`src/rtl/booth_pkg.sv`:
```
`default_nettype none
// ============================================================================
//  Module      : booth_pkg
//  Description : Shared widths, step count, FSM state type and sign-extend
//                helper for the radix-2 Booth multiplier controller.
//  Revision    : 1.0 - initial release
// ============================================================================
package booth_pkg;

  localparam int WIDTH_IN = 16;
  localparam int WIDTH_PP = 33;
  localparam int STEPS    = 16;
  localparam int CNT_W    = 4;

  typedef enum logic [1:0] {
    IDLE = 2'd0,
    RUN  = 2'd1,
    DONE = 2'd2
  } booth_state_e;

  // Extend an operand by one sign bit so an add/sub of two full-range values
  // (including -32768) always fits.
  function automatic logic [WIDTH_IN:0] sext_guard(input logic [WIDTH_IN-1:0] v);
    return {v[WIDTH_IN-1], v};
  endfunction

endpackage
`default_nettype wire

```
`src/rtl/booth_step_alu.sv`:
```
`default_nettype none
// ============================================================================
//  Module      : booth_step_alu
//  Description : One radix-2 Booth step: recode the two low bits of the
//                partial product, add/sub the multiplicand into the upper
//                half with a 17-bit guard, then arithmetic shift right by one.
//  Revision    : 1.0 - initial release
// ============================================================================
module booth_step_alu
  import booth_pkg::*;
(
  input  logic [WIDTH_PP-1:0] pp_i,
  input  logic [WIDTH_IN-1:0] a_i,
  output logic [WIDTH_PP-1:0] pp_next_o
);

  logic [WIDTH_IN:0] upper_x;
  logic [WIDTH_IN:0] a_x;
  logic [WIDTH_IN:0] sum17;

  // Recode, accumulate in the guarded upper half, and shift right by one.
  always_comb begin
    upper_x = sext_guard(pp_i[WIDTH_PP-1:WIDTH_IN+1]);
    a_x     = sext_guard(a_i);
    sum17   = upper_x;
    unique case (pp_i[1:0])
      2'b01:   sum17 = upper_x + a_x;
      2'b10:   sum17 = upper_x - a_x;
      default: sum17 = upper_x;
    endcase
    // The guard bit of sum17 becomes the new sign bit, so the shift is
    // arithmetic and never overflows.
    pp_next_o = {sum17, pp_i[WIDTH_IN:1]};
  end

endmodule
`default_nettype wire

```
`src/rtl/booth_controller.sv`:
```
`default_nettype none
// ============================================================================
//  Module      : booth_controller
//  Description : Sequencer for the radix-2 Booth multiplier. Accepts an
//                operand pair, drives ld / en / ld_p of the external
//                partial_product register for 16 steps, and presents the
//                32-bit signed product over a valid/ready handshake.
//  Revision    : 1.0 - initial release
// ============================================================================
module booth_controller
  import booth_pkg::*;
#(
  parameter int Width_in = 16,
  parameter int Width_PP = 33
) (
  input  logic                    clk,
  input  logic                    reset,
  input  logic                    in_valid,
  output logic                    in_ready,
  input  logic [Width_in-1:0]     in_A,
  input  logic [Width_in-1:0]     in_B,
  input  logic [Width_PP-1:0]     pp_in,
  output logic [Width_PP-1:0]     pp_next,
  output logic                    ld,
  output logic                    ld_p,
  output logic                    en,
  output logic                    out_valid,
  input  logic                    out_ready,
  output logic [2*Width_in-1:0]   product
);

  localparam logic [CNT_W-1:0] LAST_STEP = CNT_W'(STEPS - 1);

  booth_state_e          state_q;
  booth_state_e          state_d;
  logic [CNT_W-1:0]      cnt_q;
  logic [Width_in-1:0]   a_q;

  // in_B is routed straight to partial_product at the top level; the
  // controller itself never needs it.
  logic unused_in_b;
  assign unused_in_b = ^in_B;

  // State register: reset always lands in IDLE and discards any operation.
  always_ff @(posedge clk) begin
    if (reset) begin
      state_q <= IDLE;
    end else begin
      state_q <= state_d;
    end
  end

  // Next-state logic: accept -> 16 steps -> hold result until consumed.
  always_comb begin
    state_d = state_q;
    unique case (state_q)
      IDLE:    if (in_valid)            state_d = RUN;
      RUN:     if (cnt_q == LAST_STEP)  state_d = DONE;
      DONE:    if (out_ready)           state_d = IDLE;
      default:                          state_d = IDLE;
    endcase
  end

  // Output logic: every control is gated by reset so nothing fires in the
  // reset cycle, and ld / ld_p come from mutually exclusive states.
  always_comb begin
    in_ready  = (state_q == IDLE) && !reset;
    ld        = in_valid && in_ready;
    en        = (state_q == RUN) && !reset;
    out_valid = (state_q == DONE) && !reset;
    ld_p      = out_valid && out_ready;
    product   = out_valid ? pp_in[Width_PP-1:1] : '0;
  end

  // Step counter and multiplicand capture.
  always_ff @(posedge clk) begin
    if (reset) begin
      cnt_q <= '0;
      a_q   <= '0;
    end else if (ld) begin
      cnt_q <= '0;
      a_q   <= in_A;
    end else if (en) begin
      cnt_q <= cnt_q + 1'b1;
    end
  end

  booth_step_alu u_step_alu (
    .pp_i      (pp_in),
    .a_i       (a_q),
    .pp_next_o (pp_next)
  );

endmodule
`default_nettype wire

```
`config.mk`:
```
export PLATFORM = sky130hd
export DESIGN_NAME = booth_controller
export DESIGN_NICKNAME = d
export VERILOG_FILES = /design/src/rtl/booth_pkg.sv /design/src/rtl/booth_step_alu.sv /design/src/rtl/booth_controller.sv
export SDC_FILE = /design/constraint.sdc
export NUM_CORES = 1
export LEC_CHECK = 0
export ABC_AREA = 0
export BUFFER_PORTS_ARGS = -buffer_cell sky130_fd_sc_hd__buf_2
export CORE_ASPECT_RATIO = 1.4
export CORE_MARGIN = 3
export CORE_UTILIZATION = 49
export CTS_CLUSTER_DIAMETER = 200
export DETAILED_ROUTE_END_ITERATION = 12
export MAX_ROUTING_LAYER = met4
export PLACE_DENSITY_LB_ADDON = 0.12
export SYNTH_ARGS = -nofsm -noshare
export SYNTH_HDL_FRONTEND = slang
export SYNTH_SLANG_ARGS = --single-unit
```
`constraint.sdc`:
```
create_clock -name clk -period 9.8 [get_ports clk]
set_input_delay 2.94 -clock clk [delete_from_list [all_inputs] [get_ports clk]]
set_output_delay 2.94 -clock clk [all_outputs]
set_load 0.02 [all_outputs]
```
# Word-level counts from Yosys, hierarchy flattened
# Index checks and enable logic that the tools add are counted.
[word_totals]
regBits = 22
input_bits = 69
word_cells = 29
[classes]
addsub = 3
n_eq_ne = 8
n_mux = 6
n_reduce_logical = 9
[ops]
columns = ["cell", "count"]
rows = [
  ["$pmux W17 S2", 1],
  ["$mux W32", 1],
  ["$add A16 B16 Y17", 1],
  ["$sub A16 B16 Y17", 1],
  ["$mux W2", 3],
  ["$ne A2 B2 Y1 const B", 3],
  ["$pmux W2 S3", 1],
  ["$logic_and A1 B1 Y1", 5],
  ["$add A4 B1 Y4 const B", 1],
  ["$eq A2 B1 Y1 const B", 2],
  ["$eq A2 B2 Y1 const B", 2],
  ["$eq A4 B4 Y1 const B", 1],
  ["$reduce_and A3 Y1", 1],
  ["$logic_not A2 Y1", 1],
  ["$reduce_or A2 Y1", 1],
  ["$logic_not A1 Y1", 1],
]

# Longest topological paths before layout
[logic_depth]
ltp_word = 4
mapped_depth = 14
ltp_nobuf = 13

# Modules after synthesis
# A second synthesis with hierarchy kept.
[unflattened]
hier_cells = 330
area_unflattened_um2 = 2516.2
[by_module_without_submodules]
columns = ["mod", "n_inst", "cells_each", "area_per_inst_um2", "seq_area_each_um2"]
rows = [
  ["booth_step_alu", 1, 226, 1490.2, 0.0],
  ["booth_controller", 1, 104, 1026.0, 440.4],
]

# Worst setup path before layout
# OpenSTA, ideal clock, no wires.
[synth_timing]
path_kind = "input to output"
from = "in pp_in[0]"
to = "out pp_next[32]"
arrival_time_ns = 5.311
t_required_ns = 6.860
slack_ns = 1.549
cell_stages = 11
cell_sequence = "inv_1 > ha_1 > buf_2 > mux2i_1 > fa_1 > a211oi_1 > o21ai_0 > a31oi_1 > o21ai_0 > mux2i_1 > xnor2_1"
[synth_via]
elab_chain_cells = 2
elab_cells_between_ends = 3
cone_classes = "eq/ne (2); mux (1)"
[synth_rtl]
columns = ["element", "line_no", "text"]
rows = [
  ["from (decl)", "booth_controller.sv:22", "input logic [Width_PP-1:0] pp_in,"],
  ["$eq A2 B2 Y1 / $eq A2 B1 Y1 (equally long branches)", "booth_step_alu.sv:26", "unique case (pp_i[1:0])"],
  ["$pmux W17 S2 (*)", "booth_step_alu.sv:26", ""],
  ["to (decl)", "booth_controller.sv:23", "output logic [Width_PP-1:0] pp_next,"],
]
# Mark *: on every way between the ends. The rest lies on a longest branch, timed or not.

# Final worst setup path
[layout_timing]
from = "in pp_in[0]"
to = "out pp_next[31]"
# The elaborated chain is that of the path after synthesis.

==> results.md <==
- Global-route wire length before repair: 10.1 mm
- EDFF count, synth: 0
- Total Nets Final: 545
- Core area: slightly below 5000 sq um
- Hold_buf cts: 0
- Post-route ant nets: 0
- DP Worst Slack: 0.999 ns
- Mapped Avg Cell Area: 7.05 sq um
- CTS buffer count: 3
- DR WL/cell: 11.9 um
- Die width: approximately 67 um
- Slew Viols, Final: 0
- Top FF cell, synth: dfxtp_1
- Max cap viols: 0
- Post-Syn Area: 2520 sq um
- Num Clock Sinks: 22
- RePlAce Congestion: 0.876
- Post-synthesis sequential area ratio: 0.175
- Antenna violations before repair: 0
- Gr ovfl total: 0
- Fin crit period: 8.75 ns
- Slew @ Worst Pin: 0.764 ns
- Critical path class: input pin to output port
- Setup TNS: 0 ns
- Leak: 1.52 nW
- Die area: 6060 sq um
- Die H: 90.9 um
- 1st-pass router iterations: 4
- DRC Markers: 0
- Fin cells: between 500 and 600
- Setup Viol. Count Final: 0
- Via Count: 2689
- Post-DP Area: 3060 sq um
- Setup Buffers After CTS: 0
- Antenna diodes: 0
- Placed Cells: between 500 and 600
- Fin. Hold Viols: 0
- Clock Path Buffers: 2
- Fin crit share: 0.892
- Post-route cell area: 3110 sq um
- Pin count of the biggest net entering global routing: 35
- Count of distinct cell types in the synthesized netlist: 51
- Post-synth top area cell: dfxtp_1
- Worst min path class: flop to flop
- Starting Density: 0.513
- # rows: 30
- Ports: roughly 140
- Total GRT Usage: 0.204
- Post-cts gate resize count: 0
- Startpoint types: input pin
- Clock skew: roughly 0.0011 ns
- P per Cell Area: 152 nW/um^2
- Setup ws final: ~1.1 ns
- Clk_lat worst skew: 0.26 ns
- PortBufs: 122
- H-tree levels: 1
- RSZ-0062 raised after global routing: false
- Required @ worst endpoint: 6.86 ns
- WL final: 6.18 mm
- Critical Path Fanout Max: 13
- Worst vdd ir: 0.116 mV
- Max_slew headroom: 0.489
- Setup crit end kind: output port
- Synthesized instance count: 358
- Clk root buf: clkbuf_8
- Synth async-reset ratio: 0
- Top cells by area, synth: dfxtp_1, ha_1, and2_1, nand2_1, a21oi_1
- Drt via density: 5.18
- Share of cells above drive strength 1: 0.305
- Syn Nets: 447
- Status: completed
- CTS clk-pin slew, worst paths: roughly 0.07 ns
- #FFs+latches synth: 22
- Vias in the first global route: 2419
- Detailed Place HPWL: 5.05 mm
- CTS tree: built
- DRT iter0 DRCs: 74
- Highest Clock Rate: 114 MHz
- Arrival @ worst endpoint: 5.81 ns
- Synth-to-Final Area Change: 23.3%
- Synth Warn #: 0
- Yosys top cell area share: 0.175
## metal layers
layer / wire length [um] / GRT usage
met1: 2480 / 0.224
met2: 3340 / 0.388
met3: 304 / 0.0125
met4: 58 / 0.0441
met5: 0 / -
## worst max-delay path, stage by stage
cell and delay (ns):
buf_2 0.10, inv_1 0.05, ha_1 0.44, mux2i_1 0.37, ha_1 0.28, nor2b_1 0.14
o2111ai_1 0.26, nand2_1 0.15, a2111oi_0 0.62, a21oi_1 0.12, nand3b_1 0.18, buf_2 0.16
## cell type report
class | count | area [sq um]
Clock buffer | 4 | 55.1
Inverter | 12 | 45.0
Sequential cell | 22 | 440
Fill cell | 481 | 1810
Multi-Input combinational cell | 293 | 1870
Timing Repair Buffer | 124 | 626
Tap cell | 64 | 80.1
## cells by family after synthesis
family | Yosys count | synth area share
xor+xnor | 27 | 0.0937
buf+inv | 43 | 0.0882
compound gates | 89 | 0.211
fa+ha+maj | 20 | 0.102
simple gates | 152 | 0.310
mux | 5 | 0.0203
flops | 22 | 0.175
## layout by cell type, fill, tap and decap left out, types with 5 or more instances in the layout
cell      synthesis  final
a21oi_1          33     33
and2_1           34     34
nor2_1           26     26
xor2_1           11     11
buf_2             1    122
nand2_1          54     54
a211oi_1          5      5
inv_1            12     12
xnor2_1          16     16
dfxtp_1          22     22
o21ai_0          22     22
nor3_1            9      9
ha_1             19     19
## power breakdown
group	switching [W]	leakage, nW	internal, W
clock	0.0000276	0.0288	0.0000358
sequential	0.00000759	0.180	0.0000953
combinational	0.000181	1.31	0.000125
total	0.000216	1.52	0.000256
## sequential cells by signal, indices dropped and copies added, names as in the netlist
signal	flops
a_q	16
cnt_q	4
state_q	2
## stage by stage
stage | utilization | power (W) | hold WS [ns]
floorplan | - | 0.000339 | 0.460
global placement | 0.622 | 0.000406 | 0.475
detailed placement | 0.622 | 0.000411 | 0.481
CTS | 0.633 | 0.000475 | 0.491
global route | 0.633 | 0.000514 | 0.511
finish | 0.633 | 0.000472 | 0.494
## cell usage after synthesis, types with 3 or more instances
master	count
o21ai_0	22
nor3_1	9
nand2b_1	4
nand2_1	54
xnor2_1	16
nor2_1	26
nand4_1	4
o2111ai_1	4
inv_1	12
and2_1	34
a21oi_1	33
ha_1	19
o21ai_1	3
dfxtp_1	22
mux2i_1	4
buf_4	16
xor2_1	11
clkbuf_1	14
a211oi_1	5
a31oi_1	4
## final timing paths
check / depth (start not counted) / from / slack, ns / end
max: 12 / pp_in[0] / 1.05 / pp_next[31]
min reg2reg: 2 / a_q[9]$_SDFFE_PP0P_ / 0.49 / a_q[9]$_SDFFE_PP0P_
min: 2 / a_q[9]$_SDFFE_PP0P_ / 0.49 / a_q[9]$_SDFFE_PP0P_
max reg2reg: 4 / state_q[0]$_SDFFE_PP0P_ / 8.32 / a_q[10]$_SDFFE_PP0P_
Power figures use the tool's default switching activity.
